`src/rtl/uart_hs_bridge_if.sv`:
```
// Byte handshake bundle between the UART bridge (master) and the command processor (slave).
// Carries the cmd_req/cmd_ack command channel and the rsp_req/rsp_ack response channel.
interface uart_hs_bridge_if;
    logic       uart_cmd_req;
    logic [7:0] uart_cmd_data;
    logic       uart_cmd_ack;
    logic       uart_rsp_req;
    logic [7:0] uart_rsp_data;
    logic       uart_rsp_ack;

    modport master (
        output uart_cmd_req,
        output uart_cmd_data,
        input  uart_cmd_ack,
        input  uart_rsp_req,
        input  uart_rsp_data,
        output uart_rsp_ack
    );

    modport slave (
        input  uart_cmd_req,
        input  uart_cmd_data,
        output uart_cmd_ack,
        output uart_rsp_req,
        output uart_rsp_data,
        input  uart_rsp_ack
    );
endinterface

```
`src/rtl/uart_hs_bridge.sv`:
```
// Bridge between UART PHY rx/tx cores and the 4-phase handshake port of the command processor.
// RX bytes are buffered in a FIFO and presented one per cmd handshake; rsp bytes drive the TX core.
module uart_hs_bridge #(
    parameter int unsigned P_RX_AW       = 4,
    parameter int unsigned P_TX_START_TO = 4
) (
    input  logic                 clk,
    input  logic                 rst_n,
    input  logic                 i_rx_valid,
    input  logic [7:0]           i_rx_data,
    input  logic                 i_rx_ferr,
    output logic                 o_tx_start,
    output logic [7:0]           o_tx_data,
    input  logic                 i_tx_busy,
    uart_hs_bridge_if.master     hs,
    output logic [P_RX_AW:0]     o_rx_level,
    output logic [15:0]          o_rx_drop_cnt,
    output logic                 o_tx_err
);

    localparam int unsigned LP_DEPTH = 2 ** P_RX_AW;
    localparam int unsigned LP_LW    = P_RX_AW + 1;
    localparam int unsigned LP_TW    = $clog2(P_TX_START_TO + 1);

    localparam logic [1:0] C_IDLE  = 2'd0;
    localparam logic [1:0] C_REQ   = 2'd1;
    localparam logic [1:0] C_HOLD  = 2'd2;

    localparam logic [1:0] T_IDLE  = 2'd0;
    localparam logic [1:0] T_WBUSY = 2'd1;
    localparam logic [1:0] T_WDONE = 2'd2;
    localparam logic [1:0] T_ACK   = 2'd3;

    // ---------------------------------------------------------------- RX FIFO
    logic [7:0]         r_mem [LP_DEPTH];
    logic [P_RX_AW-1:0] r_wptr;
    logic [P_RX_AW-1:0] r_rptr;
    logic [P_RX_AW:0]   r_level;
    logic [15:0]        r_drop_cnt;

    logic w_full;
    logic w_empty;
    logic w_push;
    logic w_drop;
    logic w_pop;

    assign w_full  = (r_level == LP_LW'(LP_DEPTH));
    assign w_empty = (r_level == '0);
    // A push at full is dropped even if a pop frees a slot in the same cycle.
    assign w_push  = i_rx_valid & ~i_rx_ferr & ~w_full;
    assign w_drop  = i_rx_valid & (i_rx_ferr | w_full);

    always_ff @(posedge clk) begin
        if (rst_n && w_push) begin
            r_mem[r_wptr] <= i_rx_data;
        end
    end

    always_ff @(posedge clk) begin
        if (!rst_n) begin
            r_wptr     <= '0;
            r_rptr     <= '0;
            r_level    <= '0;
            r_drop_cnt <= '0;
        end else begin
            if (w_push) begin
                r_wptr <= r_wptr + P_RX_AW'(1);
            end
            if (w_pop) begin
                r_rptr <= r_rptr + P_RX_AW'(1);
            end
            case ({w_push, w_pop})
                2'b10:   r_level <= r_level + LP_LW'(1);
                2'b01:   r_level <= r_level - LP_LW'(1);
                default: r_level <= r_level;
            endcase
            if (w_drop && (r_drop_cnt != 16'hFFFF)) begin
                r_drop_cnt <= r_drop_cnt + 16'd1;
            end
        end
    end

    // ---------------------------------------------------------------- CMD FSM
    logic [1:0] r_cmd_state;
    logic [1:0] w_cmd_state_nxt;
    logic       r_cmd_req;
    logic       w_cmd_req_nxt;
    logic [7:0] r_cmd_data;
    logic [7:0] w_cmd_data_nxt;

    always_ff @(posedge clk) begin
        if (!rst_n) begin
            r_cmd_state <= C_IDLE;
            r_cmd_req   <= 1'b0;
            r_cmd_data  <= '0;
        end else begin
            r_cmd_state <= w_cmd_state_nxt;
            r_cmd_req   <= w_cmd_req_nxt;
            r_cmd_data  <= w_cmd_data_nxt;
        end
    end

    // The head byte stays in the FIFO until the consumer's ack falls, so data is stable through C_HOLD.
    always_comb begin
        w_cmd_state_nxt = r_cmd_state;
        w_cmd_req_nxt   = r_cmd_req;
        w_cmd_data_nxt  = r_cmd_data;
        w_pop           = 1'b0;
        case (r_cmd_state)
            C_IDLE: begin
                if (!w_empty) begin
                    w_cmd_data_nxt  = r_mem[r_rptr];
                    w_cmd_req_nxt   = 1'b1;
                    w_cmd_state_nxt = C_REQ;
                end
            end
            C_REQ: begin
                if (hs.uart_cmd_ack) begin
                    w_cmd_req_nxt   = 1'b0;
                    w_cmd_state_nxt = C_HOLD;
                end
            end
            C_HOLD: begin
                if (!hs.uart_cmd_ack) begin
                    w_pop           = 1'b1;
                    w_cmd_state_nxt = C_IDLE;
                end
            end
            default: begin
                w_cmd_req_nxt   = 1'b0;
                w_cmd_state_nxt = C_IDLE;
            end
        endcase
    end

    // ---------------------------------------------------------------- RSP FSM
    logic [1:0]       r_rsp_state;
    logic [1:0]       w_rsp_state_nxt;
    logic             r_tx_start;
    logic             w_tx_start_nxt;
    logic [7:0]       r_tx_data;
    logic [7:0]       w_tx_data_nxt;
    logic             r_rsp_ack;
    logic             w_rsp_ack_nxt;
    logic             r_tx_err;
    logic             w_tx_err_nxt;
    logic [LP_TW-1:0] r_to_cnt;
    logic [LP_TW-1:0] w_to_cnt_nxt;

    always_ff @(posedge clk) begin
        if (!rst_n) begin
            r_rsp_state <= T_IDLE;
            r_tx_start  <= 1'b0;
            r_tx_data   <= '0;
            r_rsp_ack   <= 1'b0;
            r_tx_err    <= 1'b0;
            r_to_cnt    <= '0;
        end else begin
            r_rsp_state <= w_rsp_state_nxt;
            r_tx_start  <= w_tx_start_nxt;
            r_tx_data   <= w_tx_data_nxt;
            r_rsp_ack   <= w_rsp_ack_nxt;
            r_tx_err    <= w_tx_err_nxt;
            r_to_cnt    <= w_to_cnt_nxt;
        end
    end

    // A TX core that never reports busy still gets the handshake completed, flagged by tx_err.
    always_comb begin
        w_rsp_state_nxt = r_rsp_state;
        w_tx_start_nxt  = 1'b0;
        w_tx_data_nxt   = r_tx_data;
        w_rsp_ack_nxt   = r_rsp_ack;
        w_tx_err_nxt    = 1'b0;
        w_to_cnt_nxt    = r_to_cnt;
        case (r_rsp_state)
            T_IDLE: begin
                if (hs.uart_rsp_req) begin
                    w_tx_data_nxt   = hs.uart_rsp_data;
                    w_tx_start_nxt  = 1'b1;
                    w_to_cnt_nxt    = '0;
                    w_rsp_state_nxt = T_WBUSY;
                end
            end
            T_WBUSY: begin
                if (i_tx_busy) begin
                    w_rsp_state_nxt = T_WDONE;
                end else if (r_to_cnt == LP_TW'(P_TX_START_TO - 1)) begin
                    w_tx_err_nxt    = 1'b1;
                    w_rsp_ack_nxt   = 1'b1;
                    w_rsp_state_nxt = T_ACK;
                end else begin
                    w_to_cnt_nxt    = r_to_cnt + LP_TW'(1);
                end
            end
            T_WDONE: begin
                if (!i_tx_busy) begin
                    w_rsp_ack_nxt   = 1'b1;
                    w_rsp_state_nxt = T_ACK;
                end
            end
            T_ACK: begin
                if (!hs.uart_rsp_req) begin
                    w_rsp_ack_nxt   = 1'b0;
                    w_rsp_state_nxt = T_IDLE;
                end
            end
            default: begin
                w_rsp_ack_nxt   = 1'b0;
                w_rsp_state_nxt = T_IDLE;
            end
        endcase
    end

    assign hs.uart_cmd_req  = r_cmd_req;
    assign hs.uart_cmd_data = r_cmd_data;
    assign hs.uart_rsp_ack  = r_rsp_ack;
    assign o_tx_start       = r_tx_start;
    assign o_tx_data        = r_tx_data;
    assign o_tx_err         = r_tx_err;
    assign o_rx_level       = r_level;
    assign o_rx_drop_cnt    = r_drop_cnt;

endmodule

```
`src/flat_wrapper.sv`:
```
// flat-port wrapper written by rule: the top's interface ports become plain ports
module uart_hs_bridge_flat 
#(
    parameter int unsigned P_RX_AW       = 4,
    parameter int unsigned P_TX_START_TO = 4
)
  (clk, rst_n, i_rx_valid, i_rx_data, i_rx_ferr, o_tx_start, o_tx_data, i_tx_busy, o_rx_level, o_rx_drop_cnt, o_tx_err, hs_uart_cmd_req, hs_uart_cmd_data, hs_uart_cmd_ack, hs_uart_rsp_req, hs_uart_rsp_data, hs_uart_rsp_ack);
  uart_hs_bridge_if hs_i ();
  input  logic clk;
  input  logic rst_n;
  input  logic i_rx_valid;
  input  logic [7:0] i_rx_data;
  input  logic i_rx_ferr;
  output logic o_tx_start;
  output logic [7:0] o_tx_data;
  input  logic i_tx_busy;
  output logic [P_RX_AW:0] o_rx_level;
  output logic [15:0] o_rx_drop_cnt;
  output logic o_tx_err;
  output wire logic [$bits(hs_i.uart_cmd_req)-1:0] hs_uart_cmd_req;
  output wire logic [$bits(hs_i.uart_cmd_data)-1:0] hs_uart_cmd_data;
  input wire logic [$bits(hs_i.uart_cmd_ack)-1:0] hs_uart_cmd_ack;
  input wire logic [$bits(hs_i.uart_rsp_req)-1:0] hs_uart_rsp_req;
  input wire logic [$bits(hs_i.uart_rsp_data)-1:0] hs_uart_rsp_data;
  output wire logic [$bits(hs_i.uart_rsp_ack)-1:0] hs_uart_rsp_ack;
  assign hs_uart_cmd_req = hs_i.uart_cmd_req;
  assign hs_uart_cmd_data = hs_i.uart_cmd_data;
  assign hs_i.uart_cmd_ack = hs_uart_cmd_ack;
  assign hs_i.uart_rsp_req = hs_uart_rsp_req;
  assign hs_i.uart_rsp_data = hs_uart_rsp_data;
  assign hs_uart_rsp_ack = hs_i.uart_rsp_ack;
  uart_hs_bridge #(.P_RX_AW(P_RX_AW), .P_TX_START_TO(P_TX_START_TO)) u_core (.clk(clk), .rst_n(rst_n), .i_rx_valid(i_rx_valid), .i_rx_data(i_rx_data), .i_rx_ferr(i_rx_ferr), .o_tx_start(o_tx_start), .o_tx_data(o_tx_data), .i_tx_busy(i_tx_busy), .hs(hs_i), .o_rx_level(o_rx_level), .o_rx_drop_cnt(o_rx_drop_cnt), .o_tx_err(o_tx_err));
endmodule
```
`config.mk`:
```
export PLATFORM = sky130hd
export DESIGN_NAME = uart_hs_bridge_flat
export DESIGN_NICKNAME = d
export VERILOG_FILES = /design/src/rtl/uart_hs_bridge_if.sv /design/src/rtl/uart_hs_bridge.sv /design/src/flat_wrapper.sv
export SDC_FILE = /design/constraint.sdc
export NUM_CORES = 1
export LEC_CHECK = 0
export ABC_AREA = 1
export BUFFER_PORTS_ARGS = -buffer_cell sky130_fd_sc_hd__buf_2
export CORE_UTILIZATION = 55
export CTS_CLUSTER_SIZE = 14
export DETAILED_ROUTE_END_ITERATION = 7
export PLACE_DENSITY = 0.74
export SYNTH_ARGS = -nofsm -noshare
export SYNTH_HDL_FRONTEND = slang
export SYNTH_SLANG_ARGS = --single-unit
```
`constraint.sdc`:
```
create_clock -name clk -period 3.2 [get_ports clk]
set_input_delay 0.16 -clock clk [delete_from_list [all_inputs] [get_ports clk]]
set_output_delay 0.16 -clock clk [all_outputs]
set_load 0.02 [all_outputs]
```
==> impl_metrics.toml, run 1 <==
[status]
status = "finished, final reports clean"

[drt]
route.detailed.wl_per_inst_um = 18.4
wl_um = 18500
post_drt_via_cell_ratio = 5.91
drc = 0
drtIter0Drc = 634
drt_first_pass_iters = 7
detailroute.via_count = 5949
antenna_violating_nets_post_route = 0

[global_routing]
grt_overflow_total = 0
grt_max_degree = 36
grt_use_total = 0.269
number_of_global_route_vias_before_repair = 5550
grt_pass1_wl_um = 29500
initial_antenna_violation_count = 0

[sta]
worst-slew-pin-transition_ps = 850
fin_worst_skew_ps = 6.02
setup-violations-final = 0
timing_max_transition_violations_final = 0
rsz_0062_raised_after_global_routing = "no"
slew_hr = 0.431
finalSetupTns_ps = 0
finalHoldViolCount = 0
min_period_over_period = 0.696
timing.final.crit_period_ps = 2230
fmax_ghz = 0.449

[power_and_ir_drop]
comb_power_share = 0.138
seq_pwr_share = 0.515
pwr_cell_area_mw_per_mm2 = 596
p_sw_frac = 0.272
clock_power_share = 0.347
p_switching_mw = 1.44
leakage_nw = 3.31
irDropWorstVdd_mv = 0.434
total_power_mw = 5.30
internal_power_mw = 3.86

[floorplanning]
core_region_area_sq_mm = 0.0139
die_area_sq_mm = 0.0147
floorplan.initialDensity = 0.562
ports = 64
die_height_um = 121
core.rowCount = 43
dieWidth_um = 121

[layout]
diode_insertion_count_for_antenna_repair = 0
layout-area-overhead-vs-synth_pct = 13.9
layout.core_utilization = 0.641
fin_nets = 851
final_layout_size_suffix_gt1_frac = 0.154
final_area_sq_mm = 0.00889
most_common_library_cell_in_the_layout_ignoring_fill_and_taps = "edfxtp_1"
layout.cells.most_common_list = "edfxtp_1 (128), nor2_1 (121), o21ai_0 (92)"

[critical_path]
timing.setup.critical_path_class = "register to register"
endpoint_kind_of_the_worst_setup_timing_path = "register"
cp_data_required_time_ps = 3250
timing.critical_path.arrival_ps = 2280
crit_fanout = 10
critical_path.startpoint_type = "register"

[clocking]
clk-insertion-delay-late_ps = 420
cts-root-to-sink-buffers = 2
htree_levels = 4
clock_tree_sinks = 184
clockRootBuffer = "clkbuf_16"
clk_pin_slew_worst_paths_ps = 60
cts_resized = 0
tritoncts.num_buffers = 17
cts_tree = "done"

[synth]
cell_area_after_synthesis_sq_mm = 0.00781
top_post_synthesis_cells_by_area = "edfxtp_1 (49%), dfxtp_1 (14%), o21ai_0 (5.9%), nor2_1 (5.8%), nand2_1 (3.1%)"
post-synth-top-area-cell = "edfxtp_1"
synth_top_area_share = 0.492
seq_area_frac_synth = 0.636
syn-num-nets = 780
flop_and_latch_count_out_of_synthesis = 184
syn_area_per_cell_sq_um = 10.5
syn-instance-count = 743
post_synth_num_cell_types = 38
synth_warnings = 0

[placed_design]
finalWeightedCongestion = 0.859
detailedPlacementHpwl_um = 12200
postPlaceCellArea_sq_mm = 0.00830
numPortBuffers = 63

[run]
cap_viol_max_count = 0

[min_path]
holdCritPathClass = "input pin to register"
logic make-up after synthesis:
kind of cell    share of synthesized area
simple gates                        0.146
compound gates                      0.142
flops                               0.636
buf+inv                            0.0503
fa+ha+maj                          0.0224
xor+xnor                          0.00224
worst max-delay path, cell delays in order (launching register included):
cell and delay [ps]:
dfxtp_1 430, nor2_2 80, nand3_4 110, nand2_4 110
nor2_1 250, nand2_1 190, nor2_1 680
synthesized netlist by cell type, drive strengths merged:
library cell and count:
o22ai 13, nor4 1, nand3b 1, a21oi 42, nor2 126, buf 16, dfxtp 56, or2 1
ha 14, nor3b 2, clkinv 2, clkbuf 15, a211oi 1, nand2 70, o211ai 14, nand4 8
nand3 25, xor2 2, o21ai 106, nor3 17, edfxtp 128, inv 64, o221ai 19
path summary, 6_finish.rpt:
check | slack (ps) | cells past startpoint | end | start
worst max-delay path | 970 | 6 | u_core.r_mem[9][1]$_DFFE_PP_ | u_core.o_rx_level[0]$_SDFFE_PN0P_
worst min-delay path | 20 | 3 | u_core.r_cmd_state[1]$_SDFFE_PN0P_ | hs_uart_cmd_ack
worst max register to register | 970 | 6 | u_core.r_mem[9][1]$_DFFE_PP_ | u_core.o_rx_level[0]$_SDFFE_PN0P_
worst min register to register | 480 | 2 | u_core.o_rx_drop_cnt[15]$_SDFFE_PN0P_ | u_core.o_rx_drop_cnt[15]$_SDFFE_PN0P_
cell type report:
type	count	area, sq um
Inverter	66	250
Tap cell	180	225
Sequential cell	184	4970
Timing Repair Buffer	83	485
Clock inverter	12	80.1
Clock buffer	20	437
Multi-Input combinational cell	462	2450
Fill cell	1108	4990
state kept, by name (all words and copies together), names as in the netlist:
name / cells
u_core.hs.uart_cmd_req: 1
u_core.o_tx_err: 1
u_core.r_rsp_state: 2
u_core.o_rx_level: 5
u_core.r_mem: 128
u_core.r_wptr: 4
u_core.r_to_cnt: 3
u_core.r_cmd_state: 2
u_core.o_rx_drop_cnt: 16
u_core.hs.uart_rsp_ack: 1
u_core.o_tx_data: 8
u_core.r_rptr: 4
u_core.hs.uart_cmd_data: 8
u_core.o_tx_start: 1
what timing repair did:
action                                 4_1_cts  5_1_grt
buffers inserted                             0        0
endpoints found under the hold margin        8        0
hold buffers                                 8        0
power by group through the flow:
stage	sequential (mW)	combinational (mW)	clock (mW)
3_3_place_gp	2.77	0.685	0
2_1_floorplan	2.84	0.405	0
5_1_grt	2.74	0.824	1.95
3_5_place_dp	2.78	0.714	0
6_report	2.73	0.731	1.84
4_1_cts	2.73	0.726	1.86
per-stage QoR:
step / setup slack, ps / hold WS, ps / cells
after floorplan: 1250 / 259 / 743
after global placement: 1140 / 408 / 967
after CTS: 1000 / 3.91 / 1007
final: 972 / 18.1 / 1007
after global routing: 831 / 7.39 / 1007
after detailed placement: 1010 / 422 / 967
routing by layer:
| metal | wire (um) | GRT usage | vias to the layer above |
|---|---|---|---|
| met3 | 1410 | 0.0569 | 38 |
| met1 | 7610 | 0.360 | 2864 |
| met5 | 0 | 0 | - |
| li1 | - | - | 2770 |
| met2 | 8980 | 0.425 | 277 |
| met4 | 544 | 0.116 | 0 |
No activity file was read; power rests on OpenSTA's default activity.
==> run 2, diff against run 1 <==
--- a/config.mk
+++ b/config.mk
@@ -5,7 +5,7 @@
 export SDC_FILE = /design/constraint.sdc
 export NUM_CORES = 1
 export LEC_CHECK = 0
-export ABC_AREA = 1
+export ABC_AREA = 0
 export BUFFER_PORTS_ARGS = -buffer_cell sky130_fd_sc_hd__buf_2
 export CORE_UTILIZATION = 55
 export CTS_CLUSTER_SIZE = 14
==> constraint.sdc (replaced) <==
create_clock -name clk -period 2.2 [get_ports clk]
set_input_delay 0.11 -clock clk [delete_from_list [all_inputs] [get_ports clk]]
set_output_delay 0.11 -clock clk [all_outputs]
set_load 0.02 [all_outputs]
==> impl_metrics.toml, run 2 <==
[global_routing]
grt_overflow_total = 0
grt_max_degree = 36
grt_pass1_wl_um = 24700
grt_use_total = 0.230
number_of_global_route_vias_before_repair = 4843
initial_antenna_violation_count = 0

[sta]
finalHoldViolCount = 0
fin_worst_skew_ps = 8.59
setup-violations-final = 0
timing.final.crit_period_ps = 2090
rsz_0062_raised_after_global_routing = "yes"
min_period_over_period = 0.951
timing_max_transition_violations_final = 0
fmax_ghz = 0.478
finalSetupTns_ps = 0
setup_ws_ps = 107
worst-slew-pin-transition_ps = 692
fin_hold_ws_ps = 30.3
slew_hr = 0.537

[floorplanning]
dieWidth_um = 120
core.rowCount = 42
ports = 64
core_region_area_sq_mm = 0.0134
die_area_sq_mm = 0.0144
die_height_um = 120
floorplan.initialDensity = 0.572

[critical_path]
rr_startpoint = "u_core.o_rx_level[1]$_SDFFE_PN0P_"
crit_fanout = 3
endpoint_kind_of_the_worst_setup_timing_path = "register"
cp_data_required_time_ps = 2510
critical_path.startpoint_type = "register"
timing.setup.critical_path_class = "register to register"
ff2ff_path_depth = 9
regToRegEndpoint = "u_core.o_rx_level[4]$_SDFFE_PN0P_"
timing.critical_path.arrival_ps = 2400
worst-r2r-setup-slack_ps = 110

[clocking]
clock_tree_sinks = 184
cts-root-to-sink-buffers = 2
htree_levels = 4
cts_tree = "done"
clockRootBuffer = "clkbuf_16"
tritoncts.num_buffers = 17
clk_pin_slew_worst_paths_ps = 70
clk-insertion-delay-late_ps = 430

[placed_design]
place_ws_ps = 61.8
detailedPlacementHpwl_um = 10000
numPortBuffers = 63
finalWeightedCongestion = 0.816

[power_and_ir_drop]
internal_power_mw = 5.68
clock_power_share = 0.382
comb_power_share = 0.101
p_sw_frac = 0.241
pwr_cell_area_mw_per_mm2 = 827
seq_pwr_share = 0.517
irDropWorstVdd_mv = 0.519
total_power_mw = 7.49
p_switching_mw = 1.81
leakage_nw = 3.22

[synth]
synthFlopType = "edfxtp_1"
cell_area_after_synthesis_sq_mm = 0.00766
synth-edff-count = 128
synth_warnings = 0
top_post_synthesis_cells_by_area = "edfxtp_1 (50%), dfxtp_1 (15%), mux4_2 (9.4%), ha_1 (2.3%), nand2_1 (2.2%)"
asyncSetResetFlopFracSynth = 0
flop_and_latch_count_out_of_synthesis = 184
syn-instance-count = 524
synth_top_area_share = 0.502
synth.cells.most_frequent = "edfxtp_1 (128), dfxtp_1 (56), nand2_1 (44), mux4_2 (32), nor2_1 (24)"
seq_area_frac_synth = 0.648
syn-num-nets = 561
syn_area_per_cell_sq_um = 14.6
post-synth-top-area-cell = "edfxtp_1"
synthMostInstantiatedCell = "edfxtp_1"
post_synth_num_cell_types = 54

[layout]
multi_input_area_sq_mm = 0.00257
fin_nets = 662
layout.cells.most_common_list = "edfxtp_1 (128), buf_2 (63), dfxtp_1 (50)"
diode_insertion_count_for_antenna_repair = 0
final_layout_size_suffix_gt1_frac = 0.274
nFillCells = 900
register_with_the_highest_flop_count = "u_core.r_mem"
layout.core_utilization = 0.676
layout-area-overhead-vs-synth_pct = 18.2
area_occupied_by_registers_sq_mm = 0.00497
most_common_library_cell_in_the_layout_ignoring_fill_and_taps = "edfxtp_1"
largest_register_ff_count = 128

[drt]
drtIter0Drc = 393
detailroute.via_count = 4722
post_drt_via_cell_ratio = 5.80
drc = 0
drt_first_pass_iters = 5
antenna_violating_nets_post_route = 0
route.detailed.wl_per_inst_um = 18.8
wl_um = 15300

[min_path]
holdPathEnd = "u_core.o_rx_drop_cnt[2]$_SDFFE_PN0P_"
cell_depth_of_the_worst_min_delay_path = 3
holdCritPathClass = "input pin to register"
timing.hold.worst.start = "i_rx_valid"

[status]
status = "finished, final reports clean"

[run]
cap_viol_max_count = 0
## run 2: worst max-delay path by stage
stage                                       from                                    to  slack, ps  cells past startpoint
3_3_place_gp   u_core.o_rx_level[0]$_SDFFE_PN0P_     u_core.o_rx_level[4]$_SDFFE_PN0P_        160                      9
2_1_floorplan  u_core.o_rx_level[0]$_SDFFE_PN0P_     u_core.o_rx_level[4]$_SDFFE_PN0P_          2                      9
3_5_place_dp   u_core.o_rx_level[0]$_SDFFE_PN0P_     u_core.o_rx_level[4]$_SDFFE_PN0P_         60                      9
4_1_cts        u_core.o_rx_level[0]$_SDFFE_PN0P_     u_core.o_rx_level[4]$_SDFFE_PN0P_         40                      9
5_1_grt        u_core.o_rx_level[1]$_SDFFE_PN0P_  u_core.o_rx_drop_cnt[5]$_SDFFE_PN0P_        -10                      6
6_report       u_core.o_rx_level[1]$_SDFFE_PN0P_     u_core.o_rx_level[4]$_SDFFE_PN0P_        110                      9
## run 2: power groups by stage
stage,registers (mW),clock network [mW],logic [mW]
3_3_place_gp,3.94,0,0.715
3_5_place_dp,3.94,0,0.739
2_1_floorplan,4.02,0,0.421
5_1_grt,3.88,3.03,0.844
4_1_cts,3.87,2.90,0.760
6_report,3.87,2.86,0.758
## run 2: worst max-delay path, stage by stage, from the launching register on
cell      delay (ps)
dfxtp_2          340
nor4_4           360
a22oi_2          150
xnor2_1          150
ha_1             210
a21oi_2          140
nand2b_1         140
a21oi_1           90
o311ai_1         280
o41ai_1          110
## run 2: metrics by stage
step	area [sq um]	std cells
after global placement	8380	772
after CTS	9040	814
after global routing	9050	814
after detailed placement	8380	772
final	9050	814
after floorplan	7680	524
## run 2: kinds of logic after synthesis
| kind of cell | count (synthesis) | synth area share |
|---|---|---|
| mux | 43 | 0.108 |
| compound gates | 86 | 0.0833 |
| simple gates | 151 | 0.106 |
| fa+ha+maj | 14 | 0.0229 |
| xor+xnor | 10 | 0.0114 |
| flops | 184 | 0.648 |
| buf+inv | 36 | 0.0194 |
## run 2: cell type report
cell class	instances	area share
clock buffers	19	0.0478
flip-flops and latches	184	0.549
clock inverters	13	0.0133
inverters	11	0.00456
well taps	176	0.0243
repair buffers	107	0.0773
multi-input cells	304	0.284
## run 2: layer usage
layer / wire length, um / vias to the layer above / global-route usage
li1: - / 2216 / -
met1: 6610 / 2349 / 0.301
met2: 7770 / 136 / 0.378
met3: 695 / 21 / 0.0509
met4: 265 / 0 / 0.0859
met5: 0 / - / 0
## run 2: repair_timing
item	CTS	global route
hold buffers	10	0
hold endpoints to repair	10	0
gates resized for setup	0	4
buffers inserted	0	0
endpoints found under the setup margin	0	6
